[config.mk]
export PLATFORM = sky130hd
export DESIGN_NAME = input_debounce
export DESIGN_NICKNAME = d
export VERILOG_FILES = /design/src/rtl/input_debounce_pkg.sv /design/src/rtl/sync_chain.sv /design/src/rtl/input_debounce.sv
export VERILOG_INCLUDE_DIRS = /design/src /design/src/rtl
export SDC_FILE = /design/constraint.sdc
export NUM_CORES = 1
export LEC_CHECK = 0
export ABC_AREA = 1
export BUFFER_PORTS_ARGS = -buffer_cell sky130_fd_sc_hd__buf_2
export CAP_MARGIN = 15
export CELL_PAD_IN_SITES_DETAIL_PLACEMENT = 1
export CELL_PAD_IN_SITES_GLOBAL_PLACEMENT = 1
export CORE_UTILIZATION = 43
export CTS_BUF_LIST = sky130_fd_sc_hd__clkbuf_8
export CTS_CLUSTER_DIAMETER = 50
export DETAILED_ROUTE_END_ITERATION = 12
export PLACE_DENSITY_LB_ADDON = 0.3
export SETUP_SLACK_MARGIN = 0.1
export SYNTH_ARGS = -nofsm -noshare
export SYNTH_HDL_FRONTEND = slang
export SYNTH_HIERARCHICAL = 1
export SYNTH_SLANG_ARGS = --single-unit
[constraint.sdc]
create_clock -name clk -period 1.65 [get_ports clk]
set_input_delay 0.33 -clock clk [delete_from_list [all_inputs] [get_ports clk]]
set_output_delay 0.33 -clock clk [all_outputs]
set_load 0.03 [all_outputs]
[src/rtl/input_debounce_defs.vh]
// Shared constants for the input debouncer: state encodings and the
// default stable-cycle threshold.
localparam logic ST_IDLE  = 1'b0;
localparam logic ST_COUNT = 1'b1;
localparam logic [15:0] DEBOUNCE_THRESH_DEF = 16'd1000;

[src/rtl/input_debounce_pkg.sv]
// Package for input_debounce: pulls in the shared defs and builds the
// state enum from their encodings.
package input_debounce_pkg;
  `include "input_debounce_defs.vh"

  typedef enum logic {
    S_IDLE  = ST_IDLE,
    S_COUNT = ST_COUNT
  } state_e;
endpackage

[src/rtl/sync_chain.sv]
// Generic multi-flop level synchroniser for one asynchronous input bit.
// Reusable for any single-bit CDC level signal.
module sync_chain #(
  parameter int   SYNC_STAGES = 2,
  parameter logic RST_VAL     = 1'b0
) (
  input  logic clk,
  input  logic rstn,
  input  logic d,
  output logic q
);

  logic [SYNC_STAGES-1:0] sync_q;

  // Shift register: d enters at bit 0, q leaves from the top bit
  always_ff @(posedge clk or negedge rstn) begin
    if (!rstn) begin
      sync_q <= {SYNC_STAGES{RST_VAL}};
    end else begin
      sync_q <= {sync_q[SYNC_STAGES-2:0], d};
    end
  end

  assign q = sync_q[SYNC_STAGES-1];

endmodule

[src/rtl/input_debounce.sv]
// Synchronising glitch filter for one raw input pin. Define
// INPUT_DEBOUNCE_EDGE_EN to get registered rise/fall pulses on dout.
module input_debounce
  import input_debounce_pkg::*;
#(
  parameter int   SYNC_STAGES = 2,
  parameter int   CNT_W       = 16,
  parameter logic RST_VAL     = 1'b0
) (
  input  logic             clk,
  input  logic             rstn,
  input  logic             en,
  input  logic             din,
  input  logic [CNT_W-1:0] cfg_thresh,
  output logic             dout,
  output logic             busy,
  output logic             rise_pulse,
  output logic             fall_pulse
);

  logic             din_s;
  logic             mismatch_s;
  state_e           state_q, state_d;
  logic [CNT_W-1:0] cnt_q, cnt_d;
  logic             dout_q, dout_d;

  sync_chain #(
    .SYNC_STAGES (SYNC_STAGES),
    .RST_VAL     (RST_VAL)
  ) u_sync (
    .clk  (clk),
    .rstn (rstn),
    .d    (din),
    .q    (din_s)
  );

  assign mismatch_s = (din_s != dout_q);

  // State, counter and output level registers
  always_ff @(posedge clk or negedge rstn) begin
    if (!rstn) begin
      state_q <= S_IDLE;
      cnt_q   <= '0;
      dout_q  <= RST_VAL;
    end else begin
      state_q <= state_d;
      cnt_q   <= cnt_d;
      dout_q  <= dout_d;
    end
  end

  // Next-state logic; >= compare means a lowered threshold takes effect at once
  always_comb begin
    state_d = state_q;
    cnt_d   = cnt_q;
    dout_d  = dout_q;
    case (state_q)
      S_IDLE: begin
        cnt_d = '0;
        if (en && mismatch_s) begin
          if (cfg_thresh == '0) begin
            dout_d = din_s;
          end else begin
            state_d = S_COUNT;
            cnt_d   = CNT_W'(1);
          end
        end else begin
          state_d = S_IDLE;
        end
      end
      S_COUNT: begin
        if (!mismatch_s || !en) begin
          state_d = S_IDLE;
          cnt_d   = '0;
        end else if (cnt_q >= cfg_thresh) begin
          state_d = S_IDLE;
          cnt_d   = '0;
          dout_d  = din_s;
        end else begin
          cnt_d = cnt_q + CNT_W'(1);
        end
      end
      default: begin
        state_d = S_IDLE;
        cnt_d   = '0;
      end
    endcase
  end

  assign dout = dout_q;
  assign busy = (state_q == S_COUNT);

`ifdef INPUT_DEBOUNCE_EDGE_EN
  logic rise_q, fall_q;

  // Pulses register on the same edge that updates dout
  always_ff @(posedge clk or negedge rstn) begin
    if (!rstn) begin
      rise_q <= 1'b0;
      fall_q <= 1'b0;
    end else begin
      rise_q <= dout_d & ~dout_q;
      fall_q <= ~dout_d & dout_q;
    end
  end

  assign rise_pulse = rise_q;
  assign fall_pulse = fall_q;
`else
  assign rise_pulse = 1'b0;
  assign fall_pulse = 1'b0;
`endif

endmodule

==> results of run 1 <==
metal layers:
metal	vias to the layer above	share of wire, %
met5	-	0
met2	57	52
li1	697	-
met1	770	39
met3	25	4.2
met4	0	4.4
how the worst max path moves through the flow:
stage / end / startpoint / slack, ps
after global placement: cnt_q[11] / cfg_thresh[13] / -40
after CTS: dout / cnt_q[1] / -20
after detailed placement: dout / cfg_thresh[3] / -170
final: cnt_q[2] / cnt_q[10] / -170
after global routing: cnt_q[9] / cnt_q[3] / -220
after floorplan: cnt_q[6] / cfg_thresh[13] / 130
Yosys cell counts:
cell,n,share of area [%]
inv_2,2,0.50
or2_2,2,0.83
buf_4,2,1.0
conb_1,1,0.25
nand3_1,6,2.0
o21a_1,1,0.50
nor2_2,16,6.7
inv_1,30,7.5
nor2_4,2,1.5
nand2_2,2,0.83
a21oi_1,5,1.7
o21ai_0,1,0.33
xnor2_1,3,1.8
o21bai_1,1,0.50
nand4_1,8,3.3
nand2_1,35,8.8
a21oi_2,1,0.58
buf_6,1,0.75
nand3_2,3,2.0
nor3_1,1,0.33
a31oi_1,1,0.42
xor2_1,7,4.1
nor2_1,17,4.3
o21ai_1,1,0.33
nand3_4,1,1.2
o21ai_2,1,0.58
dfrtp_1,20,33
ha_1,17,14
kinds of logic (layout without fill, tap and decap cells):
logic type | count (synthesis) | count (layout) | share of synthesized area [%]
flip-flops | 20 | 20 | 33.4
XOR/XNOR | 10 | 10 | 5.84
adder cells (fa/ha/maj) | 17 | 17 | 14.2
other | 1 | 2 | 0.250
buffers and inverters | 35 | 89 | 9.76
AO/OA/AOI/OAI | 12 | 12 | 4.92
AND/OR/NAND/NOR | 93 | 93 | 31.7
cells in the final DEF (no fill, tap or decap):
master,Yosys,layout
buf_12,0,1
dfrtp_1,20,20
nand2_2,2,8
nand4_1,8,8
nand2_1,35,24
ha_1,17,8
nor2_2,16,8
nor3_1,1,1
nand3_2,3,4
o21ai_2,1,2
nor2_4,2,14
buf_2,0,21
conb_1,1,2
nand3_1,6,4
a21oi_4,0,1
buf_6,1,4
or2_2,2,2
buf_4,2,27
inv_2,2,2
xnor2_1,3,3
inv_1,30,29
clkbuf_16,0,1
a21oi_1,5,4
clkbuf_8,0,3
inv_4,0,1
xor2_2,0,1
o21ai_1,1,1
nor2_1,17,13
a21oi_2,1,1
o21bai_1,1,1
xor2_1,7,6
nand2_4,0,5
o21a_1,1,1
nand3_4,1,2
a31oi_1,1,1
ha_4,0,9
power by group:
group | total (mW) | internal [mW] | switching, mW
clock | 0.346 | 0.163 | 0.182
sequential | 0.565 | 0.524 | 0.0412
combinational | 0.641 | 0.255 | 0.386
through the flow:
| step | instances | power (mW) | setup TNS, ps | worst slack, ps |
|---|---|---|---|---|
| 5_1_grt | 289 | 1.60 | -3400 | -217 |
| 3_3_place_gp | 277 | 0.969 | -357 | -42.6 |
| 3_5_place_dp | 277 | 1.00 | -1870 | -173 |
| 2_1_floorplan | 189 | 0.810 | 0 | 130 |
| 4_1_cts | 285 | 1.38 | -16.8 | -16.4 |
| 6_report | 289 | 1.55 | -2650 | -174 |
state kept, by name (all words and copies together) (netlist names):
name           flops
cnt_q             16
u_sync/sync_q      2
busy               1
dout               1
cell type report:
class                      instances  area [µm²]  area share (%)
timing repair buffer              54         398            17.7
sequential                        20         500            22.2
inverter                          32         123            5.44
multi-input combinational        134        1130            50.3
clock buffer                       3        41.3            1.83
tap                               46        57.6            2.56
timing repair:
| action | 4_1_cts | 5_1_grt |
|---|---|---|
| setup buffers | 5 | 3 |
| setup endpoints to repair | 18 | 18 |
| pin swaps | 9 | 17 |
| cloned | 0 | 1 |
| resized for setup | 23 | 33 |
==> out/results.txt, run 1 <==
The core box area was 3340 µm². The worst hold-check path type was in -> async. Counting cells, the worst reg-to-reg path comes to 7. The critical path goes through ha_1 > nand4_1 > nor2_4 > nand2_4 > nand3_4 > buf_6 > nor2_4. In the final layout, the share of cells above drive strength 1 is 48.1%.

Counting stages on the worst path, the most repeated cell is nor2_4. Global routing consumed, on the met1 layer, 30.8% of the routing resources. In this run the critical register-to-register path is launched from cnt_q[10]. In this run the number of cells on the critical path is 7. No sink is reached through more buffers than the 2 on the longest clock path. The number of inserted diodes is 0, and the number of global-route vias before repair is 1593. The logs give 1500 µm² for the cell area after technology mapping and 28 for the count of different cell masters after synthesis.

Post-synthesis average cell area: 7.98 µm². Capturing point of the worst reg2reg path: cnt_q[2]. The most used routing layer is met2. Counting flops and latches in the post-synthesis netlist gives 20.

The final critical path takes up 111% of the cycle. The checks that failed: setup timing. Clock skew on the completed layout was measured at 6.77 ps. Setup slack on the worst reg-to-reg path comes out at -170 ps. TritonCTS built the clock tree. For this run, the top clock speed supported by timing is 0.548 GHz. The total of max-cap violations is 0, and the post-cts hold buffer count is 0.

The flow ran to the end, but the final reports show violations. The largest single stage delay on the critical path is 420 ps. Yosys printed 6 warnings.

Global routing consumed, on the met3 layer, 3.36% of the routing resources. Setup repair after global routing could not meet its margin everywhere. The final layout contains 282 nets.

The wire length of the first global-routing pass was 7250 µm; the clock buffer count from CTS was 3. The tools report the kind of start point of the critical path as a register. For the total leakage power, the log shows 1.10 nW. Synthesis handed over a netlist of 188 instances. The worst path needs 1820 ps of the cycle, external delays included. For this run, design rule violations remaining after detail routing come to 0. For the violation count after the first detailed-routing iteration, the log shows 83. Clock-pin slew was measured on the worst setup and hold paths at 80 ps. On the critical path, the stage with the largest delay is an instance of dfrtp_1.

The initial antenna violation count was 0; the total routing usage reported by global routing was 27.7%. After routing the design area is 2250 µm². For this run, the register share of the synthesized area comes to 33.4%. STA puts the critical path data required time at 1800 ps. The die is 61.1 µm tall.

For the worst setup path, the data arrival time is 1970 ps. The run gives 270 ps as the insertion delay of the later-clocked pin in the worst-skew pair. In this run the horizontal extent of the chip is 61.1 µm.

Global routing finished with a remaining overflow of 0. The floorplan step defined a die boundary enclosing 3730 µm². The congestion estimate from routability-driven global placement came to 0.887. The count of filler cells inserted in the layout is 382, and the fraction of met2 tracks used by global routing is 50.0%. For this block, the routed nets add up to 6570 µm of wire.

Hold is met by 10.5 ps. The starting density of the core is 45.0%. The startpoint-to-endpoint class of the critical path was reg -> reg. The first-pass iteration count of the detailed router was 4; the minimum setup slack in the final design was -174 ps. The count of nets left with antenna violations once routing finished came out at 0.

The clock drives 20 sinks. In this run the count of I/O pins placed on the die edge is 24. Entering global routing, the biggest net connects 21 pins.

The run gives 0 as the final count of pins violating max slew. IR analysis of the VDD net gives a maximum drop of 0.000404 V. The placed instances occupy a cell area of 1830 µm². The largest fanout on the critical path came out at 5. The root buffer cell chosen for the clock tree is clkbuf_8. The run gives 1 as the maximum level of the CTS H-tree. The via count of the routed design was 1549.

Setup violations remaining at the end of the flow were counted as 18. The family of cells with the greatest summed delay on the critical path is simple AND/OR/NAND/NOR gates. Summed over all nets, the half-perimeter wirelength after detailed placement is 3330 µm.

Combined buffer and inverter count along the critical path: 1. The final-report hold violation count was 0. The average detailed-routed wire length per instance works out to 22.7 µm.

Kind of capture point of the worst setup path: a register. The floorplan has 21 rows. For this design the ratio of total power to cell area is 689 nW/µm².

The number of buffers added on ports came out at 21. Relative to the synthesized area, the layout overhead comes to 50.1%. Dividing the detail-routed via count by the number of cells gives 5.36.

The fraction of the core area covered by cells at the end of the flow came out at 67.5%.
(Power assumes the default switching activity.)
==> run 2, diff against run 1 <==
==> constraint.sdc (replaced) <==
create_clock -name clk -period 2 [get_ports clk]
set_input_delay 0.4 -clock clk [delete_from_list [all_inputs] [get_ports clk]]
set_output_delay 0.4 -clock clk [all_outputs]
set_load 0.03 [all_outputs]
==> out/results.txt, run 2 (synthesized netlist as in run 1, its figures left out) <==
The run finished with clean final reports. The logs give 20 (unchanged) for the clock net sink count and 28.8% (+6.5 points) for the fraction of power consumed by the clock network. The number of buffers added on ports came out at 21 (unchanged).

The layout overhead on the synthesized area was 15.8%. The layout net count came out at 253 (-10%). The total leakage power is 0.884 nW (-20%), and the total congestion overflow is 0 (unchanged).

The tools report the count of filler cells inserted in the layout as 452 (+18%). The tools report the kind of start point of the critical path as a register. The run gives 0 (unchanged) as the number of inserted diodes. The initial antenna violation count came out at 0 (unchanged). The run gives 52.1% (-15 points) as the fraction of the core area covered by cells at the end of the flow.

TritonCTS built the clock tree. The estimated wirelength of the detail-placed design was 2940 µm (-12%). The maximum level of the CTS H-tree is 1 (unchanged).

Per-cell via count in the routed design: 5.13 (-4.4%). Total of cells resized after clock tree synthesis: 0 (-100%). The violation count after the first detailed-routing iteration is 34 (-59%), and the share of total power consumed by net switching is 34.8% (-4.5 points). The starting density of the core was 45.0% (unchanged). The area of the die was 3730 µm² (unchanged); the final count of pins violating max slew was 0 (unchanged). The via count of the routed design is 1338 (-14%), and the final-report hold violation count is 0 (unchanged). For the largest clock skew in the final design, the log shows 1.39 ps (-5.38 ps). For the total routing usage reported by global routing, the log shows 22.3% (-5.4 points). For the worst hold slack, the log shows 75.9 ps (+65.4 ps).

Total power consumption of the routed design: 1.11 mW (-29%). Number of antenna-violating nets in the routed design: 0 (unchanged). In the final layout, the registers with the most flip-flops are cnt_q (16), u_sync/sync_q (2). The final setup violation count is 0 (-18). Leaving out fill and tap cells, the most frequent cells in the layout are nand2_1, inv_1, buf_2, dfrtp_1. The maximum buffer depth of the clock tree came out at 2 (unchanged).

The wire length after detailed routing was 4080 µm (-38%). The tools report the clock buffer count from CTS as 3 (unchanged). The die boundary height is 61.1 µm (unchanged), and the largest fanout on the critical path is 10 (+5). The required time of the critical path came out at 2200 ps (+400 ps). The tree is rooted in a clkbuf_8. The switching power was 0.385 mW (-37%). The average detailed-routed wire length per instance came out at 15.6 µm (-31%).

The final sum of negative setup slack is 0 ps (+2650 ps). The post-cts hold buffer count is 0 (unchanged), and the number of placement rows is 21 (unchanged). Startpoint-to-endpoint class of the critical path: reg -> reg. The run gives 4 (unchanged) as the first-pass iteration count of the detailed router. The logs give 500 µm² (unchanged) for the sequential cell area and 260 ps (about the same) for the insertion delay of the later-clocked pin in the worst-skew pair.

The worst setup slack after placement was 47.2 ps (+221 ps). The number of global-route vias before repair is 1329 (-17%), and the total of max-cap violations is 0 (unchanged). The tools report the kind of capture point of the worst setup path as a register. Setup repair after global routing left no endpoint under its margin. The die boundary width is 61.1 µm (unchanged), and the routability-driven placement congestion ratio is 0.869 (-2.0%). The flip-flop count of the largest register after layout is 16 (unchanged), and the signal arrival time at the worst endpoint is 1970 ps (about the same).

The worst hold-check path type is in -> async. The logs give 21 (unchanged) for the pin count of the biggest net entering global routing and 857 µm² (-24%) for the area of combinational cells with multiple inputs. The time the final worst path needs with I/O delays and setup works out to 1770 ps (-59.1 ps). The remaining design rule violation count is 0 (unchanged), and the share of cells above drive strength 1 is 27.4% (-21 points). The power per unit of standard cell area was 638 nW/µm² (-7.5%); the portion of total power attributed to combinational logic was 29.4% (-12 points). Final critical-path share of the clock period: 88.3% (-22 points). The sequential power share is 41.8% (+5.4 points).

Register ranked first by flip-flop count: cnt_q. The wire length of the first global-routing pass is 5990 µm (-17%). The core box area was 3340 µm² (unchanged). The logs give 0.000546 V (+35%) for the highest ir drop seen on vdd and 24 (unchanged) for the top-level I/O count.

The clock input transition at the sequential cells of the worst setup and hold paths works out to 80 ps (about the same). The timing-limited maximum frequency is 0.567 GHz (+3.4%). The cell internal power dissipation was 0.723 mW (-23%). Most common library cell in the layout ignoring fill and taps: nand2_1.

For the minimum setup slack in the final design, the log shows 235 ps (+409 ps).
[run 2: changes by cell type in the layout (fill, tap and decap cells not counted), moves of 2 or more]
cell and change:
nand3_1 +2, nor2_1 +4, ha_1 +9, nand2_2 -6
buf_4 -24, nand2_4 -5, nand2_1 +11, buf_6 -4
ha_4 -9, nor2_4 -12, nor2_2 +8
[run 2: cell type report]
cell class	count	area share [%]
clock buffers	4	3.17
inverters	32	6.91
multi-input cells	134	49.3
flip-flops and latches	20	28.8
well taps	46	3.31
repair buffers	25	8.50
[run 2: path summary, 6_finish.rpt]
kind | startpoint | end | slack [ps] | cells past startpoint
max in group asynchronous | rstn | cnt_q[9] | 1600 | 1
worst max-delay path | cnt_q[3] | cnt_q[14] | 230 | 11
min in group clk | din | u_sync/sync_q[0] | 240 | 1
worst min-delay path | rstn | dout | 80 | 1
worst min register to register | u_sync/sync_q[0] | u_sync/sync_q[1] | 350 | 0
worst max register to register | cnt_q[3] | cnt_q[14] | 230 | 11
[run 2: stage by stage]
step / cells / cell area, µm²
after floorplan: 189 / 1500
after global placement: 253 / 1640
after detailed placement: 253 / 1640
after CTS: 257 / 1700
after global routing: 261 / 1740
final: 261 / 1740
[run 2: power groups by stage]
stage               Sequential, mW  Clock (mW)  Combinational, mW
finish                       0.463       0.319              0.326
global route                 0.465       0.335              0.359
CTS                          0.460       0.318              0.287
detailed placement           0.468           0              0.283
global placement             0.465           0              0.270
floorplan                    0.495           0              0.173
[run 2: critical path: stages, from the launching register on]
cell and delay [ps]:
dfrtp_1 430, ha_1 310, nand2_1 100, nor2_1 60, nor2_1 90, nand2_1 70
nand2_1 60, nand2_1 70, nand2_2 110, nand3_4 120, buf_12 180, nor2_2 90
[run 2: repair_timing]
action                     4_1_cts  5_1_grt
setup endpoints to repair        0       15
buffers inserted                 0        4
hold endpoints to repair         0        0
[run 2: metal layers]
layer,part of all wire [%],GRT usage (%),vias up
met1,40,27.6,656
li1,-,-,643
met2,55,40.7,31
met3,3.3,4.62,8
met4,1.7,2.92,0
met5,0,0,-
==> run 3, diff against run 2 <==
--- a/config.mk
+++ b/config.mk
@@ -11,11 +11,10 @@
 export CAP_MARGIN = 15
 export CELL_PAD_IN_SITES_DETAIL_PLACEMENT = 1
 export CELL_PAD_IN_SITES_GLOBAL_PLACEMENT = 1
-export CORE_UTILIZATION = 43
-export CTS_BUF_LIST = sky130_fd_sc_hd__clkbuf_8
+export CORE_UTILIZATION = 41
 export CTS_CLUSTER_DIAMETER = 50
 export DETAILED_ROUTE_END_ITERATION = 12
-export PLACE_DENSITY_LB_ADDON = 0.3
+export PLACE_DENSITY_LB_ADDON = 0.1
 export SETUP_SLACK_MARGIN = 0.1
 export SYNTH_ARGS = -nofsm -noshare
 export SYNTH_HDL_FRONTEND = slang
==> out/results.txt, run 3 (synthesized netlist as in run 1, its figures left out) <==
The flow ran to the end, and the final reports show no timing, DRC or antenna violations. The area of the die was 3910 µm² (+4.7%). The wire length of the first global-routing pass came out at 6060 µm (+1.2%).

Setup repair after global routing left no endpoint under its margin. The insertion delay of the later-clocked pin in the worst-skew pair was 300 ps (+40 ps); the flip-flop count of the largest register after layout was 16 (unchanged). The die boundary height works out to 62.5 µm (+2.3%). Wire length after detailed routing: 3640 µm (-11%). Final count of pins violating max slew: 0 (unchanged). The maximum level of the CTS H-tree was 1 (unchanged); the number of global-route vias before repair was 1386 (+4.3%). Number of buffers added on ports: 21 (unchanged). The per-cell via count in the routed design is 4.93 (-3.8%), and the total leakage power is 0.878 nW (-0.73%). The tools report the number of placement rows as 21 (unchanged). The average detailed-routed wire length per instance is 13.9 µm (-11%). Ranked by flip-flop count, first place goes to cnt_q.

Final sum of negative setup slack: 0 ps (unchanged). The kind of start point of the critical path is a register. The top-level I/O count is 24 (unchanged). Most common library cell in the layout ignoring fill and taps: nand2_1. The startpoint-to-endpoint class of the critical path was reg -> reg. The remaining design rule violation count is 0 (unchanged), and the clock net sink count is 20 (unchanged). The clock buffer count from CTS was 3 (unchanged). The first-pass iteration count of the detailed router is 4 (unchanged). The maximum buffer depth of the clock tree was 2 (unchanged); the number of antenna-violating nets in the routed design was 0 (unchanged). The worst hold-check path type was in -> async.

The library cells used most frequently in the layout, excluding fill and tap cells, are nand2_1, inv_1, buf_2, dfrtp_1. The signal arrival time at the worst endpoint was 2030 ps (+60 ps). The starting density of the core was 43.9% (-1.0 points). The final critical-path share of the clock period is 89.2% (+0.99 points).

For the violation count after the first detailed-routing iteration, the log shows 31 (-8.8%). The logs give 0 (unchanged) for the initial antenna violation count and 0 (unchanged) for the total congestion overflow. The total power consumption of the routed design is 0.970 mW (-12%), and the layout overhead on the synthesized area is 14.7%.

The logs give 0 (unchanged) for the total of max-cap violations and 0.000338 V (-38%) for the highest ir drop seen on vdd. The largest registers in the layout are cnt_q (16), u_sync/sync_q (2). The final-report hold violation count was 0 (unchanged); the timing-limited maximum frequency was 0.560 GHz (-1.1%).

The time the final worst path needs with I/O delays and setup is 1780 ps (+19.8 ps). The tools report the master cell of the clock root buffer as clkbuf_4. Final setup violation count: 0 (unchanged).

The tools report the required time of the critical path as 2250 ps (+50 ps). The pin count of the biggest net entering global routing was 21 (unchanged). The largest clock skew in the final design is 2.81 ps (+1.42 ps), and the largest fanout on the critical path is 9 (-1).

The run gives 0 (unchanged) as the number of inserted diodes. The power per unit of standard cell area came out at 564 nW/µm² (-12%). The core box area is 3420 µm² (+2.4%), and the estimated wirelength of the detail-placed design is 3010 µm (+2.5%).

Routability-driven placement congestion ratio: 0.880 (+1.2%). TritonCTS built the clock tree. The kind of capture point of the worst setup path was a register. The die boundary width is 62.5 µm (+2.3%). The share of cells above drive strength 1 was 27.8% (+0.34 points); the via count of the routed design was 1292 (-3.4%). The logs give 0 (unchanged) for the total of cells resized after clock tree synthesis and 255 (+0.79%) for the layout net count.

The total routing usage reported by global routing was 19.8% (-2.5 points). The clock input transition at the sequential cells of the worst setup and hold paths was 110 ps (+30 ps); the post-cts hold buffer count was 0 (unchanged).
-- run 3: changes by cell type in the layout (fill, tap and decap cells not counted), sizes merged --
| cell | delta |
|---|---|
| buf | +2 |
| clkbuf | -1 |
-- run 3: report_power, final --
| part | internal, mW | total, mW | leakage [nW] | switching (mW) |
|---|---|---|---|---|
| logic | 0.122 | 0.318 | 0.593 | 0.195 |
| clock network | 0.0703 | 0.193 | 0.0138 | 0.122 |
| registers | 0.432 | 0.459 | 0.271 | 0.0271 |
-- run 3: repair_timing --
item	in CTS	in global routing
setup endpoints to repair	0	4
setup buffers	0	6
hold endpoints to repair	0	0
-- run 3: area by class of cell --
class / instances / area (µm²)
Clock buffer: 3 / 22.5
Fill cell: 440 / 1700
Tap cell: 46 / 57.6
Sequential cell: 20 / 500
Multi-Input combinational cell: 134 / 857
Timing Repair Buffer: 27 / 163
Inverter: 32 / 120
-- run 3: path summary, 6_finish.rpt --
path	from	endpoint	slack, ps	cells after the start
worst max-delay path	cnt_q[3]	cnt_q[14]	220	11
worst min-delay path	rstn	cnt_q[10]	20	1
worst max register to register	cnt_q[3]	cnt_q[14]	220	11
worst min register to register	u_sync/sync_q[0]	u_sync/sync_q[1]	360	0
max in group asynchronous	rstn	cnt_q[8]	1670	1
min in group clk	din	u_sync/sync_q[0]	190	1
-- run 3: critical path, cell delays in order (launching register included) --
cell and delay, ps:
dfrtp_1 450, ha_1 310, nand2_1 100, nor2_1 50, nor2_1 80, nand2_1 70
nand2_1 60, nand2_1 80, nand2_2 110, nand3_4 140, buf_4 200, nor2_2 90
-- run 3: metal layers --
| layer | part of all wire (%) | vias up | track usage, % | wire length (µm) |
|---|---|---|---|---|
| met5 | 0 | - | 0 | 0 |
| met3 | 4.2 | 8 | 3.28 | 151 |
| met4 | 1.7 | 0 | 7.56 | 61 |
| met1 | 44 | 612 | 23.7 | 1600 |
| met2 | 50 | 25 | 34.9 | 1820 |
| li1 | - | 647 | - | - |
-- run 3: through the flow --
stage          worst slack (ps)  hold slack [ps]  utilization, %  std cells  cell area, µm²
6_report                    215             23.3            50.4        262            1720
5_1_grt                     112             46.0            50.4        262            1720
4_1_cts                     136             42.8            48.7        256            1660
3_5_place_dp               58.2              340            48.0        253            1640
3_3_place_gp                160              334            48.0        253            1640
2_1_floorplan               410              104               -        189            1500
